<file path="src/rtl/rv32i_pkg.sv">
// Shared RV32I load/store encodings and the MEM-stage LSU state type.
package rv32i_pkg;

    localparam logic [2:0] F3_LB  = 3'b000;
    localparam logic [2:0] F3_LH  = 3'b001;
    localparam logic [2:0] F3_LW  = 3'b010;
    localparam logic [2:0] F3_LBU = 3'b100;
    localparam logic [2:0] F3_LHU = 3'b101;
    localparam logic [2:0] F3_SB  = 3'b000;
    localparam logic [2:0] F3_SH  = 3'b001;
    localparam logic [2:0] F3_SW  = 3'b010;

    typedef enum logic [1:0] {
        IDLE = 2'd0,
        WAIT = 2'd1,
        DONE = 2'd2
    } lsu_state_t;

    // True when the access cannot be issued: unsupported funct3 or misaligned address.
    function automatic logic access_err(input logic is_store, input logic [2:0] f3,
                                        input logic [1:0] a);
        logic bad_f3;
        bad_f3 = is_store ? !(f3 inside {F3_SB, F3_SH, F3_SW})
                          : !(f3 inside {F3_LB, F3_LH, F3_LW, F3_LBU, F3_LHU});
        return bad_f3 | ((f3[1:0] == 2'b01) & a[0]) | ((f3[1:0] == 2'b10) & (a != 2'b00));
    endfunction

endpackage

</file>
<file path="src/rtl/mem_stage_lsu_if.sv">
// Request/acknowledge data-memory bus between the MEM-stage LSU and data memory.
interface mem_stage_lsu_if #(
    parameter int XLEN = 32
);
    logic            dmem_req;
    logic            dmem_we;
    logic [XLEN-1:0] dmem_addr;
    logic [3:0]      dmem_be;
    logic [XLEN-1:0] dmem_wdata;
    logic            dmem_ack;
    logic [XLEN-1:0] dmem_rdata;

    modport master (
        output dmem_req, dmem_we, dmem_addr, dmem_be, dmem_wdata,
        input  dmem_ack, dmem_rdata
    );

    modport slave (
        input  dmem_req, dmem_we, dmem_addr, dmem_be, dmem_wdata,
        output dmem_ack, dmem_rdata
    );
endinterface

</file>
<file path="src/rtl/mem_stage_lsu_load_formatter.sv">
// Extracts the addressed byte/half/word from a read word and sign/zero-extends it.
module load_formatter
    import rv32i_pkg::*;
#(
    parameter int XLEN = 32
) (
    input  logic [XLEN-1:0] rdata,
    input  logic [1:0]      offset,
    input  logic [2:0]      funct3,
    output logic [XLEN-1:0] result
);

    logic [7:0]  byte_sel;
    logic [15:0] half_sel;

    assign byte_sel = rdata[{offset, 3'b000} +: 8];
    assign half_sel = offset[1] ? rdata[31:16] : rdata[15:0];

    always_comb begin
        // NOTE: every path assigns result, so no latch is inferred.
        result = '0;
        case (funct3)
            F3_LB:   result = {{(XLEN-8){byte_sel[7]}}, byte_sel};
            F3_LH:   result = {{(XLEN-16){half_sel[15]}}, half_sel};
            F3_LW:   result = rdata;
            F3_LBU:  result = {{(XLEN-8){1'b0}}, byte_sel};
            F3_LHU:  result = {{(XLEN-16){1'b0}}, half_sel};
            default: result = '0;
        endcase
    end

endmodule

</file>
<file path="src/rtl/mem_stage_lsu.sv">
// MEM-stage load/store unit: issues one req/ack memory transaction per load/store
// and stalls the pipeline until the formatted result is available.
module mem_stage_lsu
    import rv32i_pkg::*;
#(
    parameter int XLEN = 32
) (
    input  logic                   clk,
    input  logic                   rst,
    input  logic                   mem_enM,
    input  logic                   mem_weM,
    input  logic [2:0]             funct3M,
    input  logic [XLEN-1:0]        resultM,
    input  logic [XLEN-1:0]        wdM,
    output logic [XLEN-1:0]        dm_rdM,
    output logic                   stallM,
    output logic                   errM,
    mem_stage_lsu_if.master        dmem
);

    lsu_state_t      state, state_n;
    logic            req_q, we_q, is_store_q;
    logic [XLEN-1:0] addr_q, wdata_q, dm_rd_q, fmt_data;
    logic [3:0]      be_q, be_n;
    logic [XLEN-1:0] wdata_n;
    logic [1:0]      offset_q;
    logic [2:0]      funct3_q;
    logic            issue;

    assign errM   = mem_enM & access_err(mem_weM, funct3M, resultM[1:0]);
    assign issue  = mem_enM & ~errM;
    assign stallM = issue & (state != DONE);
    assign dm_rdM = (state == DONE) ? dm_rd_q : '0;

    // Store lane steering: replicate data across lanes, enable only the addressed ones.
    always_comb begin
        be_n    = 4'b0000;
        wdata_n = wdM;
        case (funct3M)
            F3_SB: begin
                be_n    = 4'b0001 << resultM[1:0];
                wdata_n = {4{wdM[7:0]}};
            end
            F3_SH: begin
                be_n    = resultM[1] ? 4'b1100 : 4'b0011;
                wdata_n = {2{wdM[15:0]}};
            end
            F3_SW:   be_n = 4'b1111;
            default: be_n = 4'b0000;
        endcase
    end

    // NOTE: sequential state uses non-blocking assignments so all flops update together.
    always_ff @(posedge clk or posedge rst) begin
        if (rst) state <= IDLE;
        else     state <= state_n;
    end

    always_comb begin
        state_n = state;
        case (state)
            IDLE:    if (issue) state_n = WAIT;
            WAIT:    if (dmem.dmem_ack) state_n = DONE;
            DONE:    state_n = IDLE;
            default: state_n = IDLE;
        endcase
    end

    always_ff @(posedge clk or posedge rst) begin
        if (rst) begin
            req_q      <= 1'b0;
            we_q       <= 1'b0;
            is_store_q <= 1'b0;
            addr_q     <= '0;
            be_q       <= 4'b0000;
            wdata_q    <= '0;
            offset_q   <= 2'b00;
            funct3_q   <= 3'b000;
            dm_rd_q    <= '0;
        end else begin
            case (state)
                IDLE: if (issue) begin
                    req_q      <= 1'b1;
                    we_q       <= mem_weM;
                    is_store_q <= mem_weM;
                    addr_q     <= {resultM[XLEN-1:2], 2'b00};
                    be_q       <= mem_weM ? be_n : 4'b0000;
                    wdata_q    <= wdata_n;
                    offset_q   <= resultM[1:0];
                    funct3_q   <= funct3M;
                end
                WAIT: if (dmem.dmem_ack) begin
                    req_q   <= 1'b0;
                    we_q    <= 1'b0;
                    dm_rd_q <= is_store_q ? '0 : fmt_data;
                end
                default: ;
            endcase
        end
    end

    load_formatter #(.XLEN(XLEN)) u_load_formatter (
        .rdata  (dmem.dmem_rdata),
        .offset (offset_q),
        .funct3 (funct3_q),
        .result (fmt_data)
    );

    assign dmem.dmem_req   = req_q;
    assign dmem.dmem_we    = we_q;
    assign dmem.dmem_addr  = addr_q;
    assign dmem.dmem_be    = be_q;
    assign dmem.dmem_wdata = wdata_q;

endmodule
</file>
<file path="src/flat_wrapper.sv">
// flat-port wrapper written by rule: the top's interface ports become plain ports
module mem_stage_lsu_flat import rv32i_pkg::*;
#(
    parameter int XLEN = 32
)
  (clk, rst, mem_enM, mem_weM, funct3M, resultM, wdM, dm_rdM, stallM, errM, dmem_dmem_req, dmem_dmem_we, dmem_dmem_addr, dmem_dmem_be, dmem_dmem_wdata, dmem_dmem_ack, dmem_dmem_rdata);
  mem_stage_lsu_if #(.XLEN(XLEN)) dmem_i ();
  input  logic clk;
  input  logic rst;
  input  logic mem_enM;
  input  logic mem_weM;
  input  logic [2:0] funct3M;
  input  logic [XLEN-1:0] resultM;
  input  logic [XLEN-1:0] wdM;
  output logic [XLEN-1:0] dm_rdM;
  output logic stallM;
  output logic errM;
  output wire logic [$bits(dmem_i.dmem_req)-1:0] dmem_dmem_req;
  output wire logic [$bits(dmem_i.dmem_we)-1:0] dmem_dmem_we;
  output wire logic [$bits(dmem_i.dmem_addr)-1:0] dmem_dmem_addr;
  output wire logic [$bits(dmem_i.dmem_be)-1:0] dmem_dmem_be;
  output wire logic [$bits(dmem_i.dmem_wdata)-1:0] dmem_dmem_wdata;
  input wire logic [$bits(dmem_i.dmem_ack)-1:0] dmem_dmem_ack;
  input wire logic [$bits(dmem_i.dmem_rdata)-1:0] dmem_dmem_rdata;
  assign dmem_dmem_req = dmem_i.dmem_req;
  assign dmem_dmem_we = dmem_i.dmem_we;
  assign dmem_dmem_addr = dmem_i.dmem_addr;
  assign dmem_dmem_be = dmem_i.dmem_be;
  assign dmem_dmem_wdata = dmem_i.dmem_wdata;
  assign dmem_i.dmem_ack = dmem_dmem_ack;
  assign dmem_i.dmem_rdata = dmem_dmem_rdata;
  mem_stage_lsu #(.XLEN(XLEN)) u_core (.clk(clk), .rst(rst), .mem_enM(mem_enM), .mem_weM(mem_weM), .funct3M(funct3M), .resultM(resultM), .wdM(wdM), .dm_rdM(dm_rdM), .stallM(stallM), .errM(errM), .dmem(dmem_i));
endmodule
</file>
<file path="config.mk">
export PLATFORM = sky130hd
export DESIGN_NAME = mem_stage_lsu_flat
export DESIGN_NICKNAME = d
export VERILOG_FILES = /design/src/rtl/rv32i_pkg.sv /design/src/rtl/mem_stage_lsu_if.sv /design/src/rtl/mem_stage_lsu_load_formatter.sv /design/src/rtl/mem_stage_lsu.sv /design/src/flat_wrapper.sv
export SDC_FILE = /design/constraint.sdc
export NUM_CORES = 1
export LEC_CHECK = 0
export CORE_ASPECT_RATIO = 1.25
export CORE_UTILIZATION = 28
export CTS_BUF_LIST = sky130_fd_sc_hd__clkbuf_2 sky130_fd_sc_hd__clkbuf_4 sky130_fd_sc_hd__clkbuf_8
export DETAILED_ROUTE_END_ITERATION = 12
export PLACE_DENSITY = 0.6
export SYNTH_ARGS = -nofsm -noshare
export SYNTH_HDL_FRONTEND = slang
export SYNTH_SLANG_ARGS = --single-unit
</file>
<file path="constraint.sdc">
create_clock -name clk -period 7.5 [get_ports clk]
set_input_delay 1.125 -clock clk [delete_from_list [all_inputs] [get_ports clk]]
set_output_delay 1.125 -clock clk [all_outputs]
set_load 0.1 [all_outputs]
</file>
==> impl_metrics.tcl <==
set metrics [dict create \
    status "finished clean" \
    syn-cell-area_um2 5096 \
    regArea_um2 2703 \
    core_area_um2 17630 \
    area_growth_pct 47.07 \
    antenna_found_initial 0 \
    initial_utilization_pct 28.90 \
    hold_violations 0 \
    path_common_cell "clkdlybuf4s50_1" \
    vias_per_cell 4.886 \
    reg2reg_slack_ps 4670 \
    dieArea_um2 18750 \
    synth_edf_count 0 \
    yosysUniqueCellTypes 43 \
    die_h_um 152.8 \
    hp-start "u_core.dmem.dmem_be[2]$_DFFE_PP0P_" \
    synth_top_cell_by_area "dfrtp_1" \
    clock_sinks 108 \
    holdWs_ps 490.8 \
    r2r-end "u_core.dm_rd_q[20]$_DFFE_PP0P_" \
    skew_ps 13.23 \
    grt_pass1_wl_um 24470 \
    io_pins 208 \
    fmax_ghz 0.1917 \
    placementRows 54 \
    maxCapViolCount 0 \
    postCtsSetupBuffers 0 \
    drv_slew 0 \
    grt_overflow 0 \
    finalSetupTns_ps 0 \
    clk_pin_slew_ps 110 \
    clk_path_buf_depth 2 \
    min_to "u_core.dmem.dmem_be[2]$_DFFE_PP0P_" \
    ys.flop_type "dfrtp_1" \
    cts_tree "done" \
    leakage_uw 0.003151 \
    holdPathStages 2 \
    path_max_fanout 15 \
    wl_per_cell_um 18.21 \
    reg2reg_depth 5 \
    cp_num_buf_inv 2 \
    finalNonFillerCells 862 \
    layout-drive-gt1-share_pct 13.01 \
    fillers 1686 \
    synth_area_leaders "dfrtp_1 53%, mux2_2 9.1%, mux2i_1 5.5%, nand2_1 4.4%, o21ai_0 4.2%" \
    grt_use_total_pct 17.17 \
    path_cells "clkdlybuf4s50_1 > a221oi_2 > nor2_1 > nor3b_1 > clkdlybuf4s50_1" \
    crit_slowest_cell "clkdlybuf4s50_1" \
    multi_input_area_um2 2228 \
    cts_buffers 9 \
    drtIter0Drc 272 \
    period_minus_slack_ps 5216 \
    portBuffers 205 \
    cts-root-buf "clkbuf_8" \
    cp.required_ps 6380 \
    final.period_utilization_pct 69.54 \
    grt_max_degree 99 \
    dp_cells 846 \
    cts_hold_buffers 0 \
    synth_area_per_cell_um2 11.48 \
    postRouteAntennaNets 0 \
    dp_hpwl_um 11660 \
    vias 4212 \
    routed_wl_um 15700 \
    htree_num_levels 3 \
    cp_top_family "buffers and inverters" \
    ys_seq_elements 108 \
    yosys.area.top_type_share_pct 53.03 \
    crit_path_start_kind "input port" \
    crit_type "input port to primary output" \
    dp_worst_setup_slack_ps 2212 \
    setup_ws_ps 2284 \
    synthCells 444 \
    hold_class "flip-flop to flip-flop" \
    synthArstFlopShare_pct 100.0 \
    drc 0 \
    worstMarginPinSlew_ps 1201 \
    relSlewSlack_pct 19.82 \
    cts_resized 0 \
    powerDensity_nw_per_um2 376.6 \
    grt_pass1_vias 4428 \
    diodes 0 \
    globalplace.congestion 0.8462 \
    regToRegStartpoint "u_core.state[1]$_DFFE_PP0P_" \
    drtPass1Iterations 5 \
    finalSetupViolCount 0 \
    ir_drop_mv 0.3083 \
    worstPathArrival_ps 4090 \
    ys_seq_area_share_pct 53.03 \
    ys_warn_count 0 \
    end_kind "primary output" \
    nets 737 \
    slowest_delay_ps 1160 \
    grt_setup_unrepaired "no" \
    finish.utilization_pct 42.50 \
    die_w_um 122.7 \
    clk_latency_ps 390 \
]
[per-stage QoR]
stage / cell area, um2 / power (uW)
after floorplan: 5100 / 2074
after global placement: 7303 / 2465
after detailed placement: 7303 / 2484
after CTS: 7495 / 2856
after global routing: 7495 / 2950
final: 7495 / 2823
[sequential cells by signal, summed over array words and instances (netlist names)]
signal and flops:
u_core.dm_rd_q 32, u_core.dmem.dmem_addr 30, u_core.dmem.dmem_be 4, u_core.dmem.dmem_req 1
u_core.dmem.dmem_wdata 32, u_core.dmem.dmem_we 1, u_core.funct3_q 3, u_core.is_store_q 1
u_core.offset_q 2, u_core.state 2
[tightest hold or removal path, cell delays in order, from the launching register on]
cell     delay (ps)
dfrtp_1         360
nand2_1          50
o31ai_1          60
[cells in the mapped netlist (all sizes together), types with 2 or more instances]
cell and count:
nor3b 5, buf 21, and2 33, a221o 16
inv 4, a222oi 3, o31ai 5, a32oi 2
mux2i 28, a22oi 11, nor2b 8, nor2 4
dfrtp 108, nand3b 2, clkbuf 10, nand2 60
or3b 2, a21oi 12, or2 2, nor3 2
o21ai 43, mux2 48, a221oi 5, nand2b 2
[metal layers]
metal,share of wire (%),vias to the layer above,track usage (%)
met5,0,-,0
li1,-,1959,-
met2,49,198,28.84
met3,8.5,19,5.187
met4,2.4,0,6.911
met1,40,2036,20.13
[worst max-delay path by stage]
stage / start / end / slack (ps) / depth (start not counted)
after floorplan: funct3M[0] / stallM / 2510 / 4
after global placement: funct3M[0] / stallM / 2250 / 5
after detailed placement: funct3M[0] / stallM / 2210 / 5
final: funct3M[0] / stallM / 2280 / 5
after global routing: funct3M[0] / stallM / 2110 / 5
after CTS: funct3M[0] / stallM / 2220 / 5
[report_power, final]
part           internal [uW]  switching [uW]
clock network            132             222
registers                779             123
logic                    425            1140
total                   1340            1490
[cell families (layout without fill, tap and decap cells)]
logic type	count (synthesis)	in the layout	share of synthesized area (%)
AND/OR/NAND/NOR	122	122	12.89
multiplexers	76	76	16.62
other	1	2	0.07359
flip-flops	108	108	53.03
AO/OA/AOI/OAI	102	102	13.85
buffers and inverters	35	228	3.535
[area by class of cell]
class	instances	area share (%)
well taps	224	3.740
flip-flops and latches	108	36.06
clock buffers	10	1.753
multi-input cells	302	29.73
clock inverters	6	0.8013
repair buffers	208	27.68
inverters	4	0.2337
[cell usage in the layout, fill, tap and decap left out, types with 2 or more instances in the layout]
cell type and count:
nand2b_1 2, o31ai_1 5, buf_4 3, a221o_1 16, clkinv_4 3, a221oi_1 4, mux2_2 41, a22oi_1 10
inv_1 2, a222oi_1 3, clkbuf_8 9, nor2_2 2, nor2b_1 8, o21ai_0 43, or3b_2 2, and2_1 33
dfrtp_1 108, nor2_1 2, mux2i_1 28, mux2_4 7, nor3b_1 4, conb_1 2, a32oi_1 2, nand2_1 60
inv_6 2, clkdlybuf4s50_1 205, a21oi_1 12
Power figures use the tool's default switching activity.
